**config.mk**
```make
export PLATFORM = sky130hd
export DESIGN_NAME = sfp_expander_reader
export DESIGN_NICKNAME = d
export VERILOG_FILES = /design/src/rtl/sfp_i2c_pkg.sv /design/src/rtl/i2c_rsp_timeout.sv /design/src/rtl/sfp_expander_reader.sv
export SDC_FILE = /design/constraint.sdc
export NUM_CORES = 1
export LEC_CHECK = 0
export CAP_MARGIN = 25
export CORE_UTILIZATION = 42
export CTS_CLUSTER_SIZE = 20
export DETAILED_ROUTE_END_ITERATION = 10
export HOLD_SLACK_MARGIN = 0.1
export PLACE_DENSITY = 0.66
export SETUP_SLACK_MARGIN = 0.1
export SLEW_MARGIN = 20
export SYNTH_ARGS = -nofsm -noshare
export SYNTH_HDL_FRONTEND = slang
export SYNTH_SLANG_ARGS = --single-unit
```
**constraint.sdc**
```tcl
create_clock -name clk -period 5.9 [get_ports clk]
set_input_delay 0.59 -clock clk [delete_from_list [all_inputs] [get_ports clk]]
set_output_delay 0.59 -clock clk [all_outputs]
set_load 0.02 [all_outputs]
```
**src/rtl/sfp_i2c_pkg.sv**
```systemverilog
// Shared encodings for the SFP status-monitor I2C sequencers: command opcodes,
// abort causes, one-hot state indices and the default bus addresses.
package sfp_i2c_pkg;

    localparam logic [6:0] DEF_MUX_ADDR = 7'h74;
    localparam logic [6:0] DEF_EXP_ADDR = 7'h20;
    localparam logic [7:0] DEF_EXP_REG  = 8'h00;

    typedef enum logic [1:0] {
        CMD_WRITE = 2'd0,
        CMD_READ  = 2'd1,
        CMD_STOP  = 2'd2
    } cmd_op_t;

    typedef enum logic [1:0] {
        ERR_NONE     = 2'd0,
        ERR_MUX_NACK = 2'd1,
        ERR_EXP_NACK = 2'd2,
        ERR_TIMEOUT  = 2'd3
    } err_code_t;

    // One-hot bit positions, shared with the other FMC state machines
    localparam int IDX_IDLE       = 0;
    localparam int IDX_MUX_ADR    = 1;
    localparam int IDX_MUX_DAT    = 2;
    localparam int IDX_EXP_ADRW   = 3;
    localparam int IDX_EXP_PTR    = 4;
    localparam int IDX_EXP_ADRR   = 5;
    localparam int IDX_EXP_RD     = 6;
    localparam int IDX_ABORT_STOP = 7;
    localparam int IDX_DONE       = 8;

    typedef enum logic [8:0] {
        IDLE       = 9'(1 << IDX_IDLE),
        MUX_ADR    = 9'(1 << IDX_MUX_ADR),
        MUX_DAT    = 9'(1 << IDX_MUX_DAT),
        EXP_ADRW   = 9'(1 << IDX_EXP_ADRW),
        EXP_PTR    = 9'(1 << IDX_EXP_PTR),
        EXP_ADRR   = 9'(1 << IDX_EXP_ADRR),
        EXP_RD     = 9'(1 << IDX_EXP_RD),
        ABORT_STOP = 9'(1 << IDX_ABORT_STOP),
        DONE       = 9'(1 << IDX_DONE)
    } state_t;

    // Sub-phase of every byte state: idle cycle, command offered, response awaited
    typedef enum logic [1:0] {
        PH_SETUP = 2'd0,
        PH_CMD   = 2'd1,
        PH_RSP   = 2'd2
    } phase_t;

    // Build an I2C address byte from a 7-bit address and the R/W bit
    function automatic logic [7:0] addr_byte(input logic [6:0] addr, input logic rd);
        return {addr, rd};
    endfunction

endpackage

```
**src/rtl/i2c_rsp_timeout.sv**
```systemverilog
// Loadable down-counter that flags a byte response which never arrived.
module i2c_rsp_timeout #(
    parameter int unsigned WIDTH = 17
) (
    input  logic             clk,
    input  logic             reset_n,
    input  logic             load,
    input  logic             clear,
    input  logic [WIDTH-1:0] load_value,
    output logic             expired
);

    logic [WIDTH-1:0] count_q;
    logic             running_q;

    // Count down from the load value while armed; clear disarms it
    always_ff @(posedge clk) begin
        if (!reset_n) begin
            count_q   <= '0;
            running_q <= 1'b0;
        end else if (load) begin
            count_q   <= load_value;
            running_q <= 1'b1;
        end else if (clear) begin
            count_q   <= '0;
            running_q <= 1'b0;
        end else if (running_q && (count_q != '0)) begin
            count_q <= count_q - WIDTH'(1);
        end
    end

    assign expired = running_q && (count_q == '0);

endmodule

```
**src/rtl/sfp_expander_reader.sv**
```systemverilog
// Selects an I2C mux branch, then reads one input-port register from the
// expander on that branch through a byte-level I2C master.
module sfp_expander_reader
    import sfp_i2c_pkg::*;
#(
    parameter logic [6:0]  MUX_ADDR       = DEF_MUX_ADDR,
    parameter logic [6:0]  EXP_ADDR       = DEF_EXP_ADDR,
    parameter logic [7:0]  EXP_REG        = DEF_EXP_REG,
    parameter int unsigned TIMEOUT_CYCLES = 125000
) (
    input  logic       clk,
    input  logic       reset_n,
    input  logic       start_read,
    input  logic [7:0] channel_sel,
    output logic [7:0] i2c_reg_dat,
    output logic       i2c_reg_valid,
    output logic       i2c_error,
    output logic       i2c_lines_busy,
    output logic [1:0] err_code,
    output logic       cmd_valid,
    input  logic       cmd_ready,
    output logic [1:0] cmd_op,
    output logic       cmd_start,
    output logic       cmd_stop,
    output logic [7:0] cmd_wdata,
    input  logic       rsp_valid,
    input  logic       rsp_nack,
    input  logic [7:0] rsp_rdata
);

    localparam int unsigned TMO_W = $clog2(TIMEOUT_CYCLES + 1);
    // The accept cycle and the registered error cycle are both part of the budget
    localparam logic [TMO_W-1:0] TMO_LOAD = TMO_W'(TIMEOUT_CYCLES - 2);

    state_t    state_q, state_d, next_byte;
    phase_t    phase_q, phase_d;
    err_code_t err_q, err_d;
    logic [7:0] chan_q, chan_d, dat_q, dat_d;
    logic       valid_q, valid_d, error_q, error_d;
    logic       tmo_load, tmo_clear, tmo_expired;
    cmd_op_t    op;
    logic       start_f, stop_f, is_mux;
    logic [7:0] wdata;

    i2c_rsp_timeout #(.WIDTH(TMO_W)) u_rsp_timeout (
        .clk        (clk),
        .reset_n    (reset_n),
        .load       (tmo_load),
        .clear      (tmo_clear),
        .load_value (TMO_LOAD),
        .expired    (tmo_expired)
    );

    // Command fields and successor for each byte state; held while the state is held
    always_comb begin
        op        = CMD_WRITE;
        start_f   = 1'b0;
        stop_f    = 1'b0;
        wdata     = 8'h00;
        next_byte = IDLE;
        is_mux    = 1'b0;
        case (state_q)
            MUX_ADR:    begin start_f = 1'b1; wdata = addr_byte(MUX_ADDR, 1'b0); next_byte = MUX_DAT; is_mux = 1'b1; end
            MUX_DAT:    begin stop_f = 1'b1; wdata = chan_q; next_byte = EXP_ADRW; is_mux = 1'b1; end
            EXP_ADRW:   begin start_f = 1'b1; wdata = addr_byte(EXP_ADDR, 1'b0); next_byte = EXP_PTR; end
            EXP_PTR:    begin wdata = EXP_REG; next_byte = EXP_ADRR; end
            EXP_ADRR:   begin start_f = 1'b1; wdata = addr_byte(EXP_ADDR, 1'b1); next_byte = EXP_RD; end
            EXP_RD:     begin op = CMD_READ; stop_f = 1'b1; next_byte = DONE; end
            ABORT_STOP: begin op = CMD_STOP; stop_f = 1'b1; next_byte = IDLE; end
            default:    ;
        endcase
    end

    // Transaction sequencing: offer command, wait for response, advance or abort
    always_comb begin
        state_d  = state_q;
        phase_d  = phase_q;
        err_d    = err_q;
        chan_d   = chan_q;
        dat_d    = dat_q;
        valid_d  = 1'b0;
        error_d  = 1'b0;
        tmo_load = 1'b0;
        case (state_q)
            IDLE: begin
                if (start_read) begin
                    state_d = MUX_ADR;
                    phase_d = PH_SETUP;
                    chan_d  = channel_sel;
                    err_d   = ERR_NONE;
                end
            end
            DONE: begin
                state_d = IDLE;
                valid_d = 1'b1;
            end
            default: begin
                case (phase_q)
                    PH_SETUP: phase_d = PH_CMD;
                    PH_CMD: begin
                        if (cmd_ready) begin
                            phase_d  = PH_RSP;
                            tmo_load = 1'b1;
                        end
                    end
                    PH_RSP: begin
                        if (rsp_valid) begin
                            phase_d = PH_SETUP;
                            if (state_q == ABORT_STOP) begin
                                state_d = IDLE;
                                error_d = 1'b1;
                            end else if ((op == CMD_WRITE) && rsp_nack) begin
                                state_d = ABORT_STOP;
                                err_d   = is_mux ? ERR_MUX_NACK : ERR_EXP_NACK;
                            end else begin
                                state_d = next_byte;
                                if (state_q == EXP_RD) begin
                                    dat_d = rsp_rdata;
                                end
                            end
                        end else if (tmo_expired) begin
                            // Master presumed hung: no STOP is attempted
                            state_d = IDLE;
                            phase_d = PH_SETUP;
                            err_d   = ERR_TIMEOUT;
                            error_d = 1'b1;
                        end
                    end
                    default: phase_d = PH_SETUP;
                endcase
            end
        endcase
    end

    assign tmo_clear = (phase_d != PH_RSP);

    // State and result registers with synchronous active-low reset
    always_ff @(posedge clk) begin
        if (!reset_n) begin
            state_q <= IDLE;
            phase_q <= PH_SETUP;
            err_q   <= ERR_NONE;
            chan_q  <= 8'h00;
            dat_q   <= 8'h00;
            valid_q <= 1'b0;
            error_q <= 1'b0;
        end else begin
            state_q <= state_d;
            phase_q <= phase_d;
            err_q   <= err_d;
            chan_q  <= chan_d;
            dat_q   <= dat_d;
            valid_q <= valid_d;
            error_q <= error_d;
        end
    end

    assign cmd_valid      = (phase_q == PH_CMD);
    assign cmd_op         = op;
    assign cmd_start      = start_f;
    assign cmd_stop       = stop_f;
    assign cmd_wdata      = wdata;
    assign i2c_reg_dat    = dat_q;
    assign i2c_reg_valid  = valid_q;
    assign i2c_error      = error_q;
    assign err_code       = err_q;
    assign i2c_lines_busy = (state_q != IDLE);

endmodule

```
==> summary.txt <==
Status
  • Status: finished clean

Clock network
  • Clock latency on the worst-skew pair: between 0.3 and 0.4 ns
  • CTS root buffer: clkbuf_8
  • H-tree depth: 2
  • Clk buf depth: 2
  • Clock transition at the registers of the reported paths: ~0.10 ns
  • Clock tree from TritonCTS: yes
  • CTS buffer count: 5
  • Post-CTS Resized: 0
  • CTS hold repair buffers: 0
  • CTS sink count: 49
  • Setup Fix Bufs, Post-CTS: 0

Global routing
  • GR Layer Usage met3: 4.20%
  • GRT overflow: 0
  • Met1 usage: 27.1%
  • Gr busiest metal: met2
  • First-pass GRT wire length: between 10000 and 15000 um
  • Number of global-route vias before repair: approximately 2100
  • GRT Overall Usage: 19.8%
  • Largest net degree at the start of global routing: 25
  • Routing usage on met2: 31.1%
  • Initial antenna violation count: 0

Pwr
  • Leakage power: around 0.0012 uW
  • PD cells: between 200 and 250 nW/um^2
  • Peak supply drop: 0.000131 V

Route
  • Routed length per instance: around 14 um
  • WL final: 5950 um
  • Vias/cell: 5.63
  • DR iter-0 viols: roughly 180
  • Drc violations: 0
  • Via Count: 2313
  • Initial DRT Pass Iterations: 4
  • Final ANT Viol Nets: 0

Setup path
  • Worst path required time: between 5 and 6 ns
  • CP Launch Type: register
  • Crit-path max FO: 9
  • Crit path DAT: roughly 2.6 ns
  • Setup CP Type: reg -> out
  • Crit. End Element: primary output

Floorplan
  • FP Rows: 28
  • Die Span Y: 80.3 um
  • Die Width: 80.3 um
  • Initial core utilization: 43.5%
  • Top Ports: 48
  • Core Area: 5920 um^2
  • Full die area: 6450 um^2

Logic synthesis
  • Post-synth EDFFs: 0
  • Post-synthesis area per instance: 8.56 um^2
  • Top cell type's share of synthesized area: a little under two fifths
  • Register area share after synthesis: 38.1%
  • #FFs+latches synth: 49
  • Largest cells by area after synthesis: dfxtp_1 38%, mux2i_1 6.2%, nor2_1 5.1%
  • Ys async rst share: 0%
  • Syn Inst Count: 301
  • Syn nets: ~330
  • Ys flop type: dfxtp_1
  • Mapped Area: around 2600 um^2
  • Yosys cell types: 56
  • Area leader, netlist: dfxtp_1
  • Yosys warns: 0

Layout
  • Share of cells above drive strength 1: 7.14%
  • Multi-input gate area: 1490 um^2
  • Ant. Diodes: 0
  • Layout area overhead: 22.3%
  • Final Core Density: 53.2%
  • Nets@finish: 359
  • FF/Latch Area: 981 um^2
  • Fillcell total: 578
  • Fin cells: approximately 410

STA
  • Final period utilization: 54.2%
  • Fin crit period: 3.20 ns
  • Relative slew slack: ~51%
  • Final setup vio count: 0
  • Final Max Slew Viols: 0
  • Slew @ Worst Pin: 0.735 ns
  • Final Hold Viols: 0
  • Hold slack final: 0.472 ns
  • Setup TNS: 0 ns
  • Maximum clock rate: 313 MHz
  • RSZ-0062 raised after global routing: false
  • Setup Skew: 0.00731 ns

Placement
  • # placed instances: 403
  • IO buf count: 47
  • Gpl congestion: about 0.85
  • Hpwl dp: 4290 um

Worst hold path
  • Min-delay worst type: reg -> reg

Run
  • Max cap viols: 0
cell usage in the layout (no fill, tap or decap), types with 2 or more instances in the layout:
cell type,count
dfxtp_1,49
clkdlybuf4s50_1,47
nor2_1,35
o21ai_0,19
nand2_1,16
a21oi_1,16
mux2i_1,16
nor3_1,12
xor2_1,10
inv_1,6
a22o_1,6
or4_1,5
nand2b_1,5
nor4_1,5
xnor2_1,5
nand4_1,5
clkbuf_8,5
or3_1,4
nor2b_1,4
and2_1,4
nand3_1,4
o211ai_1,4
nand4b_1,3
a21o_1,3
a31oi_1,3
or4b_2,3
or2_2,3
and4_1,2
nor3b_1,2
o311a_1,2
or3b_2,2
a211oi_1,2
o211ai_2,2
o31ai_1,2
ha_1,2
clkinv_4,2
logic make-up after synthesis:
logic type	after synthesis	synth area share, %
muxes	17	6.65
DFF	49	38.1
xor gates and xnor gates	15	5.10
AOI/OAI and AO/OA	72	18.7
adders and majority gates	2	0.971
buffers and inverters	26	4.17
and+or+nand+nor	120	26.4
synthesized netlist by cell type, drive strengths merged, types with 4 or more instances:
master / number
dfxtp: 49
nand2: 16
nor2: 35
o21ai: 20
xor2: 10
nand4: 5
or3: 4
nor3: 12
nand2b: 5
a22o: 6
nor4: 7
nor2b: 4
nand3: 4
a21oi: 16
inv: 6
and2: 4
mux2i: 16
o211ai: 6
clkbuf: 17
xnor2: 5
or4: 6
final cells by class:
| type | instances | share of cell area [%] |
|---|---|---|
| clock buffers | 5 | 2.18 |
| multi-input cells | 226 | 47.2 |
| repair buffers | 47 | 14.9 |
| well taps | 75 | 2.98 |
| clock inverters | 3 | 0.834 |
| flip-flops and latches | 49 | 31.1 |
| inverters | 6 | 0.715 |
registers in the layout, summed over array words and instances, names as in the netlist:
register and flops:
i2c_reg_dat 8, i2c_error 1, u_rsp_timeout.count_q 17, err_code 2, u_rsp_timeout.running_q 1, state_q 9
phase_q 2, i2c_reg_valid 1, chan_q 8
worst max-delay path, cell delays in order (launching register included):
cell and delay, ns:
dfxtp_1 0.40, or4_1 0.67, nor4b_2 0.53, clkdlybuf4s50_1 0.70
routing by layer:
layer | share of wire [%] | up-vias
li1 | - | 1167
met1 | 49 | 1075
met2 | 45 | 65
met3 | 5.1 | 6
met4 | 0.74 | 0
met5 | 0 | -
path summary, 6_finish.rpt:
check	startpoint	end	slack (ns)	cells after the start
max	state_q[3]	cmd_op[0]	2.70	3
min reg2reg	err_code[0]	err_code[0]	0.47	2
max reg2reg	u_rsp_timeout.count_q[3]	state_q[5]	3.21	5
min	err_code[0]	err_code[0]	0.47	2
power by group:
part	internal (uW)	switching (uW)	total, uW
clock network	86.6	123	210
logic	83.5	114	198
registers	347	20.5	367
total	517	258	775
through the flow:
stage	instance area, um^2	setup WS [ns]	total power [uW]
after floorplan	2580	3.25	513
after global placement	3060	3.04	571
after detailed placement	3060	3.03	571
after CTS	3150	2.71	776
after global routing	3150	2.58	819
final	3150	2.70	775
Power figures use the tool's default switching activity.
